File: config.mk
export PLATFORM = sky130hd
export DESIGN_NAME = m_ram_ctrl
export DESIGN_NICKNAME = d
export VERILOG_FILES = /design/src/rtl/m_ram_ctrl.sv
export SDC_FILE = /design/constraint.sdc
export NUM_CORES = 1
export LEC_CHECK = 0
export CELL_PAD_IN_SITES_DETAIL_PLACEMENT = 2
export CELL_PAD_IN_SITES_GLOBAL_PLACEMENT = 2
export CORE_AREA = 2 2 68 70
export CTS_CLUSTER_SIZE = 28
export DETAILED_ROUTE_END_ITERATION = 16
export DIE_AREA = 0 0 70 72
export PLACE_DENSITY_LB_ADDON = 0.1
export SETUP_SLACK_MARGIN = 0.4
export SYNTH_ARGS = -nofsm -noshare
export SYNTH_HDL_FRONTEND = slang
export SYNTH_SLANG_ARGS = --single-unit
File: constraint.sdc
create_clock -name clk -period 1.8 [get_ports clk]
set_input_delay 0.18 -clock clk [delete_from_list [all_inputs] [get_ports clk]]
set_output_delay 0.18 -clock clk [all_outputs]
set_load 0.1 [all_outputs]
File: src/rtl/m_ram_ctrl.sv
// m_ram_ctrl: turns debounced push-switch levels into clean RAM bus cycles and registers read data.
// Optional macro AUTO_INC_EN: advance the address by one after every completed write.
module m_ram_ctrl #(
  parameter int ADR_W     = 4,
  parameter int DAT_W     = 4,
  parameter int SETUP_CYC = 1,
  parameter int WE_CYC    = 2
) (
  input  logic             clk,
  input  logic             rst,
  input  logic             sw_write,
  input  logic             sw_next,
  input  logic             sw_prev,
  input  logic [DAT_W-1:0] data_sw,
  input  logic [DAT_W-1:0] rdata,
  output logic [ADR_W-1:0] adr,
  output logic [DAT_W-1:0] wdata,
  output logic             we,
  output logic [DAT_W-1:0] disp_data,
  output logic             busy
);

  localparam int CNT_MAX = (SETUP_CYC > WE_CYC) ? SETUP_CYC : WE_CYC;
  localparam int CNT_W   = (CNT_MAX > 1) ? $clog2(CNT_MAX) : 1;

  typedef enum logic [1:0] {
    IDLE   = 2'd0,
    SETUP  = 2'd1,
    STROBE = 2'd2,
    HOLD   = 2'd3
  } state_t;

  state_t             state_r;
  logic [CNT_W-1:0]   cnt_r;
  logic [ADR_W-1:0]   adr_r;
  logic [DAT_W-1:0]   wdata_r;
  logic               we_r;
  logic               busy_r;
  logic [DAT_W-1:0]   disp_r;

  // Bit order in the switch vectors: {write, next, prev}
  logic [2:0]         sync1_r;
  logic [2:0]         sync2_r;
  logic [2:0]         edge_r;
  logic [2:0]         pulse_s;
  logic               wr_pulse_s;
  logic               nx_pulse_s;
  logic               pv_pulse_s;

  assign pulse_s    = sync2_r & ~edge_r;
  assign wr_pulse_s = pulse_s[2];
  assign nx_pulse_s = pulse_s[1];
  assign pv_pulse_s = pulse_s[0];

  // Two-flop synchronizer plus edge history for the three switches
  always_ff @(posedge clk) begin
    if (rst) begin
      sync1_r <= 3'b000;
      sync2_r <= 3'b000;
      edge_r  <= 3'b000;
    end else begin
      sync1_r <= {sw_write, sw_next, sw_prev};
      sync2_r <= sync1_r;
      edge_r  <= sync2_r;
    end
  end

  // Write-sequence FSM; adr/wdata frozen from SETUP entry until HOLD exit
  always_ff @(posedge clk) begin
    if (rst) begin
      state_r <= IDLE;
      cnt_r   <= {CNT_W{1'b0}};
      adr_r   <= {ADR_W{1'b0}};
      wdata_r <= {DAT_W{1'b0}};
      we_r    <= 1'b0;
      busy_r  <= 1'b0;
    end else begin
      case (state_r)
        IDLE: begin
          cnt_r <= {CNT_W{1'b0}};
          we_r  <= 1'b0;
          if (wr_pulse_s) begin
            wdata_r <= data_sw;
            busy_r  <= 1'b1;
            state_r <= SETUP;
          end else if (nx_pulse_s && !pv_pulse_s) begin
            adr_r <= adr_r + ADR_W'(1);
          end else if (pv_pulse_s && !nx_pulse_s) begin
            adr_r <= adr_r - ADR_W'(1);
          end else begin
            adr_r <= adr_r;
          end
        end
        SETUP: begin
          if (cnt_r == CNT_W'(SETUP_CYC - 1)) begin
            cnt_r   <= {CNT_W{1'b0}};
            we_r    <= 1'b1;
            state_r <= STROBE;
          end else begin
            cnt_r <= cnt_r + CNT_W'(1);
          end
        end
        STROBE: begin
          if (cnt_r == CNT_W'(WE_CYC - 1)) begin
            cnt_r   <= {CNT_W{1'b0}};
            we_r    <= 1'b0;
            state_r <= HOLD;
          end else begin
            cnt_r <= cnt_r + CNT_W'(1);
          end
        end
        HOLD: begin
          we_r    <= 1'b0;
          busy_r  <= 1'b0;
          state_r <= IDLE;
`ifdef AUTO_INC_EN
          adr_r   <= adr_r + ADR_W'(1);
`else
          adr_r   <= adr_r;
`endif
        end
        default: begin
          we_r    <= 1'b0;
          busy_r  <= 1'b0;
          cnt_r   <= {CNT_W{1'b0}};
          state_r <= IDLE;
        end
      endcase
    end
  end

  // Display register follows RAM read data with one cycle of latency
  always_ff @(posedge clk) begin
    if (rst) begin
      disp_r <= {DAT_W{1'b0}};
    end else begin
      disp_r <= rdata;
    end
  end

  assign adr       = adr_r;
  assign wdata     = wdata_r;
  assign we        = we_r;
  assign busy      = busy_r;
  assign disp_data = disp_r;

endmodule

==> results_dict.tcl <==
set metrics [dict create \
    die_x_microns 70 \
    pre_cts_ws_ns -0.0491 \
    drt_pass1_iterations 3 \
    layout_common_cells "23 x buf_4, 20 x dfxtp_1, 14 x nor2b_1" \
    grt_max_degree 21 \
    vias_per_cell 4.45 \
    cp_data_arrival_time_ns 1.97 \
    clkLatencyLatePin_ns 0.27 \
    routedWlPerCell_microns 13.1 \
    gp_congestion 0.694 \
    hold_class "reg2reg" \
    root_buffer "clkbuf_8" \
    core_sq_um 4260 \
    min_period_ns 1.80 \
    ys_warn_count 0 \
    die-area_sq_um 5040 \
    netlist-cell-type-count 22 \
    slew_headroom 0.802 \
    critPathMostFrequentCell "ha_4" \
    synth-main-ff-cell "dfxtp_1" \
    cts.sinks 26 \
    critPathMaxStageDelay_ns 0.33 \
    crit_family "multiplexers" \
    grt_pass1_wl_microns 4700 \
    cts_htree_levels 1 \
    num-nets-final 173 \
    fin_crit_sh 0.998 \
    cp_slowest_cell "dfxtp_2" \
    timing_worst_setup_path_type "reg2reg" \
    drv_cap 0 \
    track_usage 0.120 \
    io_pins 27 \
    pwr_density_cell_nw_per_um2 1230 \
    power.total_mw 2.00 \
    detail-route-antenna-nets 0 \
    tritoncts "yes" \
    start_util 0.251 \
    drt_iter0_markers 14 \
    diodes 0 \
    drcViolationCount 0 \
    worstSetupEndpointType "flop" \
    seq_area_frac_synth 0.485 \
    rsz0062_at_grt "yes" \
    setup_viol 0 \
    row_count 24 \
    cts_buffer_depth 2 \
    syn_nets 132 \
    syn_inst 108 \
    path_cells "nor2b_4 > ha_4 > inv_4 > ha_4 > a21o_1 > a21oi_2 > mux2i_1 > mux2_1" \
    finalWirelength_microns 2630 \
    cts_made_buffers 3 \
    worstPathRequired_ns 1.97 \
    instances_no_fill 200 \
    synth_enable_flop_cells 0 \
    portBuffers 26 \
    grt_remaining_overflow 0 \
    final_layout_size_suffix_gt1_frac 0.358 \
    skew_ns 0.00119 \
    status "finished, final reports clean" \
    vias 890 \
    vdd_drop_max_mv 0.518 \
    die_h_microns 72 \
    hold_buffers 0 \
    synth_area_per_cell_sq_um 9.93 \
    antenna_found_initial 0 \
    crit_buf_inv 1 \
    cp_max_fo 3 \
    final_common_cell "buf_4" \
    areaGrowthSynthToFinish_pct 52.0 \
    synth_area_sq_um 1070 \
    async_flop_share 0 \
    hold_viol 0 \
    yosys_register_bits 26 \
    slew_viol_final 0 \
    worst_setup_hold_path_clk_slew_ns 0.09 \
    setup_ws_ns 0.00414 \
    dp.cells 186 \
    worst_slew_pin_slew_ns 0.296 \
    p_leak_nw 0.683 \
    max_freq_mhz 557 \
    dp.final_hpwl_microns 1820 \
    grt_pass1_vias 990 \
    critPathLaunchType "flop" \
]
## final cells by class
cell class | instances | area (sq um)
fillers | 468 | 2630
multi-input cells | 76 | 636
clock inverters | 1 | 3.75
flip-flops and latches | 26 | 541
repair buffers | 38 | 327
inverters | 4 | 17.5
well taps | 52 | 65.1
clock buffers | 3 | 41.3
## final timing paths
check | from | end | slack, ns | depth (start not counted)
min reg2reg | sync1_r[1] | sync2_r[1] | 0.45 | 1
max reg2reg | sync2_r[1] | adr[3] | 0.004 | 8
min | sync1_r[1] | sync2_r[1] | 0.45 | 1
max | sync2_r[1] | adr[3] | 0.004 | 8
## cell usage after synthesis (2+ instances only)
library cell / n / area [sq um]
a21oi_1: 8 / 40.0
dfxtp_1: 26 / 521
nor2_1: 9 / 33.8
nand2_1: 9 / 33.8
clkbuf_1: 2 / 7.51
inv_1: 4 / 15.0
mux2i_1: 4 / 40.0
nand3_1: 7 / 35.0
xor2_1: 2 / 17.5
ha_1: 10 / 125
nor2b_1: 16 / 100
## routing by layer
metal  vias up  track usage  wire length, microns
li1        431            -                     -
met1       435        0.133                  1120
met2        20        0.213                  1330
met3         4       0.0278                   115
met4         0       0.0705                    63
met5         -            0                     0
## stage by stage
stage               cell area [sq um]   util  setup TNS (ns)  hold slack (ns)
global placement                 1430  0.336               0            0.434
finish                           1630  0.382               0            0.447
CTS                              1620  0.380         -0.0550            0.445
floorplan                        1130      -               0            0.252
global route                     1630  0.382          -0.104            0.451
detailed placement               1430  0.336         -0.0491            0.444
## logic make-up after synthesis
logic type / Yosys count / synth area share
compound gates: 13 / 0.0747
xor+xnor: 2 / 0.0163
fa+ha+maj: 11 / 0.135
buf+inv: 6 / 0.0210
flops: 26 / 0.485
mux: 5 / 0.0478
simple gates: 45 / 0.219
## registers in the layout (all words and copies together), names as in the netlist
name       cells
disp_data      4
sync2_r        3
we             1
busy           1
state_r        2
edge_r         3
sync1_r        3
adr            4
cnt_r          1
wdata          4
## what timing repair did
action | in CTS | in global routing
setup buffers | 10 | 0
pin swaps | 9 | 4
endpoints found under the setup margin | 7 | 11
hold endpoints to repair | 0 | 0
gates resized for setup | 17 | 3
## power by group
part,total (mW),internal (mW),switching (mW),leakage [nW]
registers,0.715,0.656,0.0587,0.217
clock network,0.346,0.153,0.193,0.0231
logic,0.937,0.366,0.572,0.443
Note: power is estimated with default switching activity, not from simulation.
